===== config.mk =====
export PLATFORM = sky130hd
export DESIGN_NAME = spi_ram_arbiter
export DESIGN_NICKNAME = d
export VERILOG_FILES = /design/src/rtl/spi_ram_arb_pkg.sv /design/src/rtl/spi_ram_arb_picker.sv /design/src/rtl/spi_ram_arbiter.sv
export SDC_FILE = /design/constraint.sdc
export NUM_CORES = 1
export LEC_CHECK = 0
export BUFFER_PORTS_ARGS = -buffer_cell sky130_fd_sc_hd__buf_2
export CORE_AREA = 5 5 66 68
export DETAILED_ROUTE_END_ITERATION = 6
export DIE_AREA = 0 0 71 73
export PLACE_DENSITY = 0.82
export SYNTH_ARGS = -nofsm -noshare
export SYNTH_HDL_FRONTEND = slang
export SYNTH_SLANG_ARGS = --single-unit

===== constraint.sdc =====
create_clock -name clk -period 3.4 [get_ports clk]
set_input_delay 0.34 -clock clk [delete_from_list [all_inputs] [get_ports clk]]
set_output_delay 0.34 -clock clk [all_outputs]
set_load 0.03 [all_outputs]

===== src/rtl/spi_ram_arb_pkg.sv =====
// Shared types for the SPI/host RAM arbiter: FSM states and requester port ids.
package spi_ram_arb_pkg;

  typedef enum logic [1:0] {
    IDLE  = 2'd0,
    ISSUE = 2'd1,
    RESP  = 2'd2
  } arb_state_e;

  typedef logic port_id_t;

  localparam port_id_t PORT_SPI  = 1'b0;
  localparam port_id_t PORT_HOST = 1'b1;

endpackage


===== src/rtl/spi_ram_arb_picker.sv =====
// Combinational winner selection between the SPI and host requesters.
// Build option: SPI_RAM_ARB_FIXED_PRIO_EN makes the SPI port win every tie.
module spi_ram_arb_picker
  import spi_ram_arb_pkg::*;
(
  input  logic     r0_req,
  input  logic     r1_req,
  input  port_id_t last_winner,
  output logic     grant_valid,
  output port_id_t winner
);

  // Pick a winner; a lone requester always wins, ties depend on build option.
  always_comb begin
    grant_valid = r0_req | r1_req;
    winner      = PORT_SPI;
    if (r0_req && r1_req) begin
`ifdef SPI_RAM_ARB_FIXED_PRIO_EN
      winner = PORT_SPI;
`else
      winner = (last_winner == PORT_SPI) ? PORT_HOST : PORT_SPI;
`endif
    end else if (r1_req) begin
      winner = PORT_HOST;
    end else begin
      winner = PORT_SPI;
    end
  end

endmodule


===== src/rtl/spi_ram_arbiter.sv =====
// Shares one single-port RAM between the SPI command path (port 0) and a host
// path (port 1); one access in flight, sequenced IDLE -> ISSUE -> (RESP) -> IDLE.
// Build option: SPI_RAM_ARB_FIXED_PRIO_EN (fixed SPI priority on ties).
module spi_ram_arbiter
  import spi_ram_arb_pkg::*;
#(
  parameter int ADDR_SIZE = 8,
  parameter int MEM_WIDTH = 8
) (
  input  logic                 clk,
  input  logic                 rst_n,
  input  logic                 r0_req,
  input  logic                 r0_we,
  input  logic [ADDR_SIZE-1:0] r0_addr,
  input  logic [MEM_WIDTH-1:0] r0_wdata,
  output logic                 r0_gnt,
  output logic                 r0_rvalid,
  output logic [MEM_WIDTH-1:0] r0_rdata,
  input  logic                 r1_req,
  input  logic                 r1_we,
  input  logic [ADDR_SIZE-1:0] r1_addr,
  input  logic [MEM_WIDTH-1:0] r1_wdata,
  output logic                 r1_gnt,
  output logic                 r1_rvalid,
  output logic [MEM_WIDTH-1:0] r1_rdata,
  output logic                 ram_en,
  output logic                 ram_we,
  output logic [ADDR_SIZE-1:0] ram_addr,
  output logic [MEM_WIDTH-1:0] ram_wdata,
  input  logic [MEM_WIDTH-1:0] ram_rdata,
  output logic                 arb_busy
);

  arb_state_e           state_r, state_s;
  port_id_t             winner_r, winner_s;
  port_id_t             last_winner_r, last_winner_s;
  logic                 pick_valid_s;
  port_id_t             pick_s;
  logic                 r0_gnt_s, r1_gnt_s, r0_rvalid_s, r1_rvalid_s;
  logic                 ram_en_s, ram_we_s;
  logic [ADDR_SIZE-1:0] ram_addr_s;
  logic [MEM_WIDTH-1:0] ram_wdata_s, r0_rdata_s, r1_rdata_s;

  spi_ram_arb_picker u_picker (
    .r0_req      (r0_req),
    .r1_req      (r1_req),
    .last_winner (last_winner_r),
    .grant_valid (pick_valid_s),
    .winner      (pick_s)
  );

  // Next state plus next value of every registered output.
  always_comb begin
    state_s       = state_r;
    winner_s      = winner_r;
    last_winner_s = last_winner_r;
    r0_gnt_s      = 1'b0;
    r1_gnt_s      = 1'b0;
    r0_rvalid_s   = 1'b0;
    r1_rvalid_s   = 1'b0;
    r0_rdata_s    = r0_rdata;
    r1_rdata_s    = r1_rdata;
    ram_en_s      = 1'b0;
    ram_we_s      = 1'b0;
    ram_addr_s    = ram_addr;
    ram_wdata_s   = ram_wdata;
    case (state_r)
      IDLE: begin
        if (pick_valid_s) begin
          state_s       = ISSUE;
          winner_s      = pick_s;
          last_winner_s = pick_s;
          ram_en_s      = 1'b1;
          if (pick_s == PORT_SPI) begin
            r0_gnt_s    = 1'b1;
            ram_we_s    = r0_we;
            ram_addr_s  = r0_addr;
            ram_wdata_s = r0_we ? r0_wdata : {MEM_WIDTH{1'b0}};
          end else begin
            r1_gnt_s    = 1'b1;
            ram_we_s    = r1_we;
            ram_addr_s  = r1_addr;
            ram_wdata_s = r1_we ? r1_wdata : {MEM_WIDTH{1'b0}};
          end
        end else begin
          state_s = IDLE;
        end
      end
      ISSUE: begin
        // ram_we still reflects the access being issued this cycle.
        state_s = ram_we ? IDLE : RESP;
      end
      RESP: begin
        state_s = IDLE;
        if (winner_r == PORT_SPI) begin
          r0_rvalid_s = 1'b1;
          r0_rdata_s  = ram_rdata;
        end else begin
          r1_rvalid_s = 1'b1;
          r1_rdata_s  = ram_rdata;
        end
      end
      default: begin
        state_s = IDLE;
      end
    endcase
  end

  // State and output registers; reset aborts any access in flight.
  always_ff @(posedge clk or negedge rst_n) begin
    if (!rst_n) begin
      state_r       <= IDLE;
      winner_r      <= PORT_SPI;
      last_winner_r <= PORT_HOST;
      r0_gnt        <= 1'b0;
      r1_gnt        <= 1'b0;
      r0_rvalid     <= 1'b0;
      r1_rvalid     <= 1'b0;
      r0_rdata      <= {MEM_WIDTH{1'b0}};
      r1_rdata      <= {MEM_WIDTH{1'b0}};
      ram_en        <= 1'b0;
      ram_we        <= 1'b0;
      ram_addr      <= {ADDR_SIZE{1'b0}};
      ram_wdata     <= {MEM_WIDTH{1'b0}};
      arb_busy      <= 1'b0;
    end else begin
      state_r       <= state_s;
      winner_r      <= winner_s;
      last_winner_r <= last_winner_s;
      r0_gnt        <= r0_gnt_s;
      r1_gnt        <= r1_gnt_s;
      r0_rvalid     <= r0_rvalid_s;
      r1_rvalid     <= r1_rvalid_s;
      r0_rdata      <= r0_rdata_s;
      r1_rdata      <= r1_rdata_s;
      ram_en        <= ram_en_s;
      ram_we        <= ram_we_s;
      ram_addr      <= ram_addr_s;
      ram_wdata     <= ram_wdata_s;
      arb_busy      <= (state_s != IDLE);
    end
  end

endmodule


==> impl_metrics.yaml, run 1 <==
global_routing:
  grt_pass1_vias: 1396
  grt_max_degree: 44
  track_usage_pct: 15.81
  gr-usage-met2_pct: 24.61
  grt_pass1_wl_mm: 6.465
  grt_overflow: 0
  grt.busiest_layer: "met2"
  grt_util_met1_pct: 21.14
  grtUsageMet3_pct: 4.270
  antenna_found_initial: 0
floorplanning:
  die_h_um: 73
  start_util_pct: 46.08
  die_area_um2: 5183
  rows: 23
  core_um2: 3799
  io_pins: 85
  die_w_um: 71
placement:
  gp_congestion: 0.7168
  port_buffers: 84
  dp.cells: 263
  place_hpwl_mm: 2.987
  placed_area_um2: 2193
synth:
  ys_seq_area_share_pct: 61.54
  synth-edff-count: 0
  synth.cell_area_um2: 1750
  yosys_warnings: 0
  synthFlopType: "dfrtp_1"
  synthCells: 135
  synth_fp_nets: 181
  ys_async_sr_fraction_pct: 100.0
  synth_seq_cells: 43
  ys_types: 25
  synth.avg_cell_area_um2: 12.97
clocking:
  cts_tree: "built"
  cts_root_buf: "clkbuf_8"
  htree_levels: 2
  clkLatencyLatePin_ns: 0.29
  cts_buffer_depth: 2
  ctsHoldBuffers: 0
  cts-resized-gates: 0
  post-cts-setup-buffer-count: 0
  clock_sinks: 43
  cts_inserted_buffers: 5
  clkSlewWorstSetupHoldPaths_ns: 0.08
timing:
  final_max_slew_viol_count: 0
  slew_headroom_pct: 39.32
  rsz0062_at_grt: "no"
  fin_crit_sh_pct: 43.44
  min_period_ns: 1.477
  clock_skew_ns: 0.007971
  tns_ns: 0
  hold_viol: 0
  setup_viol: 0
  fmax_mhz: 677.0
  worst_pin_slew_ns: 0.9101
pwr:
  p_sw_mw: 1.057
  switching_share_pct: 43.29
  powerDensity_nw_per_um2: 1056
  combPwrFrac_pct: 47.2
  leakagePower_nw: 1.196
  p_seq_share_pct: 36.6
  clock_power_share_pct: 16.2
  vdd_drop_max_v: 0.0004838
  internal_power_mw: 1.385
final_layout:
  n_antenna_cell: 0
  syn2layout_area_growth_pct: 32.02
  num-fill-cells: 342
  nNetsFinal: 266
  final_common_cell: "buf_2"
  fin_cells: 271
  mostFrequentLayoutCells: "84 x buf_2, 42 x dfrtp_1, 16 x nand2_1"
  drive_above_1_share_pct: 51.58
  fin_area_um2: 2311
worst_setup_path:
  crit_arrival_ns: 1.71
  crit_required_ns: 3.63
  criticalPathCategory: "reg -> reg"
  cp_max_fo: 20
  crit_start: "state_r[1]"
  cp-start-kind: "register"
  end_kind: "register"
  reg2reg_from: "state_r[1]"
job:
  maxCapViolations: 0
min_path:
  hold_path.class: "in -> async"
drt:
  wirelength_mm: 3.905
  ant_nets: 0
  via_per_inst: 5.207
  vias: 1411
  drc: 0
  wl_per_cell_um: 14.41
  drtIter0Drc: 47
  firstDrtPassIters: 4
run_status:
  outcome: "complete, no violations"
==> power groups by stage <==
stage | sequential, mW | combinational, mW | clock, mW
after floorplan | 1.34 | 0.382 | 0
after global placement | 0.897 | 1.14 | 0
after detailed placement | 0.901 | 1.17 | 0
after CTS | 0.895 | 1.17 | 0.408
after global routing | 0.931 | 1.23 | 0.429
final | 0.893 | 1.15 | 0.395
==> layout make-up <==
cell class	count	area, µm²	area share, %
clock buffers	6	82.58	3.573
clock inverters	2	35.03	1.516
well taps	50	62.56	2.707
multi-input cells	80	603.1	26.10
inverters	4	15.01	0.6497
repair buffers	86	435.4	18.84
flip-flops and latches	43	1077	46.62
==> synth_stat cells, types with 2 or more instances <==
| master | instances | area share, % |
|---|---|---|
| dfrtp_1 | 42 | 60 |
| nand2_1 | 16 | 3.4 |
| mux2_2 | 14 | 9.0 |
| a21oi_1 | 9 | 2.6 |
| a31oi_1 | 9 | 3.2 |
| a221o_1 | 8 | 4.6 |
| and4_1 | 8 | 4.0 |
| buf_2 | 5 | 1.4 |
| inv_1 | 3 | 0.64 |
| a21o_1 | 2 | 0.86 |
| buf_6 | 2 | 1.3 |
| mux2_1 | 2 | 1.3 |
| nor2_1 | 2 | 0.43 |
| nor3b_1 | 2 | 0.86 |
==> metrics by stage <==
step	power (mW)	hold slack, ns	utilization (%)	setup WS [ns]
floorplan	1.717	0.04441	-	2.055
global placement	2.039	0.4489	57.74	1.962
detailed placement	2.070	0.4500	57.74	1.917
CTS	2.471	0.1985	60.84	1.916
global route	2.590	0.2627	60.84	1.833
finish	2.441	0.1805	60.84	1.923
==> final timing paths <==
kind / to / slack, ns / depth (start not counted)
min in group clk: ram_wdata[2] / 0.27 / 2
max in group asynchronous: r0_rdata[0] / 2.65 / 1
worst max-delay path: ram_wdata[1] / 1.92 / 4
worst max register to register: ram_wdata[1] / 1.92 / 4
worst min register to register: state_r[1] / 0.45 / 1
worst min-delay path: r0_rdata[3] / 0.18 / 1
==> logic make-up after synthesis <==
group,share of synthesized area [%]
flip-flops,61.54
AND/OR/NAND/NOR,11.08
AO/OA/AOI/OAI,13.08
multiplexers,10.29
buffers and inverters,4.002
==> metal layers <==
metal,part of all wire (%),up-vias,routed length [µm]
li1,-,667,-
met1,43,665,1689
met2,45,74,1750
met3,11,5,412
met4,1.4,0,53
met5,0,-,0
==> registers in the layout, indices dropped and copies added (netlist names) <==
name	cells
state_r	2
ram_en	1
arb_busy	1
ram_wdata	8
r0_gnt	1
winner_r	1
last_winner_r	1
ram_addr	8
r1_gnt	1
r1_rvalid	1
r0_rvalid	1
r1_rdata	8
ram_we	1
r0_rdata	8
==> critical path, stage by stage, from the launching register on <==
cell and delay (ns):
dfrtp_1 0.42, nor2_1 0.12, buf_4 0.24, o2111a_1 0.42
a221o_1 0.21
(Power assumes the default switching activity.)
==> run 2: changes to the inputs <==
CORE_AREA = 5 5 72 74   (was 5 5 66 68)
DIE_AREA = 0 0 77 79   (was 0 0 71 73)
PLACE_DENSITY = 0.72   (was 0.82)
clock period = 1.3 ns   (was 3.4 ns; I/O delays follow)
==> run 2 against run 1 <==
- clock-buffer cell count unchanged
- global-route usage decreased by 1.6 points
- first-iteration DRC count decreased by 38%
- clock power increased to 2.7 times the previous value
- worst setup slack got worse by 1.9 ns
- die area increased by 17%
- via count increased by 1.7%
- final cell count increased by 7.0%
- hold slack got worse by 0.12 ns
- critical endpoint is now ram_wdata[6]
- wire length increased by 5.0%
- combinational power increased to 2.9 times the previous value
- flip-flop and latch count unchanged
==> impl_metrics.yaml, run 2 (synthesis gave the netlist of run 1 again) <==
worst_setup_path:
  crit_arrival_ns: 1.48
  reg2regPathDepth: 5
  crit_required_ns: 1.48
  cp-start-kind: "register"
  cp_max_fo: 9
  rrSetupSlack_ns: 0.001
  criticalPathCategory: "reg -> reg"
  end_kind: "register"
timing:
  clock_skew_ns: 0.007098
  slew_headroom_pct: 76.06
  rsz0062_at_grt: "yes"
  hold_viol: 0
  setup_viol: 0
  hold_ws_ns: 0.06383
  worst_pin_slew_ns: 0.3590
  fmax_mhz: 769.8
  min_period_ns: 1.299
  tns_ns: 0
  final_max_slew_viol_count: 0
  fin_crit_sh_pct: 99.92
final_layout:
  mostFrequentLayoutCells: "85 x buf_2, 42 x dfrtp_1, 16 x nand2_1"
  drive_above_1_share_pct: 55.08
  nNetsFinal: 281
  fin_cells: 290
  final_common_cell: "buf_2"
  n_antenna_cell: 0
  syn2layout_area_growth_pct: 42.03
  post-route-util_pct: 54.81
  fin_area_um2: 2486
clocking:
  clock_sinks: 43
  cts_tree: "built"
  cts_inserted_buffers: 5
  cts_root_buf: "clkbuf_8"
  clkSlewWorstSetupHoldPaths_ns: 0.08
  cts_buffer_depth: 2
  htree_levels: 2
  clkLatencyLatePin_ns: 0.29
min_path:
  hold_path.class: "in -> reg"
  hold_path_depth: 2
floorplanning:
  core_um2: 4536
  die_w_um: 77
  io_pins: 85
  rows: 25
  die_area_um2: 6083
  die_h_um: 79
  start_util_pct: 38.59
placement:
  dp.cells: 275
  placed_area_um2: 2271
  place_hpwl_mm: 3.152
  port_buffers: 84
  gp_congestion: 0.7496
global_routing:
  grt_max_degree: 18
  grt_pass1_vias: 1457
  antenna_found_initial: 0
  grt_overflow: 0
  grt_pass1_wl_mm: 6.872
  track_usage_pct: 14.20
pwr:
  powerDensity_nw_per_um2: 2693
  leakagePower_nw: 1.285
  vdd_drop_max_v: 0.001073
drt:
  vias: 1435
  firstDrtPassIters: 4
  via_per_inst: 4.948
  ant_nets: 0
  drtIter0Drc: 29
  drc: 0
  wirelength_mm: 4.099
  wl_per_cell_um: 14.13
job:
  maxCapViolations: 0
run_status:
  outcome: "complete, no violations"
==> run 2: what timing repair did <==
item                       CTS  global route
hold buffers                 1             0
hold endpoints to repair    13             0
gates cloned                 3             0
gates resized for setup      7             2
setup endpoints to repair   16            33
pin swaps                    7             2
setup buffers                3             0
==> run 2: final cells by class <==
| cell class | instances | area, µm² |
|---|---|---|
| clock buffer | 6 | 82.58 |
| clock inverter | 2 | 35.03 |
| fill | 402 | 2049 |
| inverter | 4 | 17.52 |
| multi-input combinational | 81 | 638.1 |
| sequential | 43 | 1077 |
| tap | 54 | 67.56 |
| timing repair buffer | 100 | 568.0 |
==> run 2: critical path, stage by stage (launching register included) <==
cell      delay (ns)
dfrtp_1         0.42
nor2_2          0.08
buf_6           0.14
o2111a_1        0.12
buf_6           0.14
a221o_1         0.29
==> run 2: final timing paths <==
| check | start | endpoint |
|---|---|---|
| max | state_r[0] | ram_wdata[6] |
| min | r0_wdata[4] | ram_wdata[4] |
| max reg2reg | state_r[0] | ram_wdata[6] |
| min reg2reg | ram_we | state_r[1] |
| max in group asynchronous | rst_n | ram_wdata[6] |
| min in group asynchronous | rst_n | r1_rdata[4] |
==> run 2: metrics by stage <==
| stage | setup WS [ns] | power [mW] |
|---|---|---|
| 2_1_floorplan | -0.01468 | 4.499 |
| 3_3_place_gp | 0.006179 | 5.411 |
| 3_5_place_dp | -0.03990 | 5.479 |
| 4_1_cts | -0.004674 | 6.752 |
| 5_1_grt | -0.07242 | 7.121 |
| 6_report | 0.001040 | 6.696 |
==> run 2: metal layers <==
metal	GRT usage, %	share of wire (%)	vias up
li1	-	-	702
met1	18.36	46	659
met2	21.31	42	68
met3	5.896	10	6
met4	5.326	1.6	0
met5	0	0	-
==> run 2: where the power goes <==
group / internal [mW] / leakage (nW) / switching, mW
Clock: 0.621 / 0.0612 / 0.426
Sequential: 1.99 / 0.521 / 0.355
Combinational: 1.22 / 0.703 / 2.08
Total: 3.83 / 1.29 / 2.86
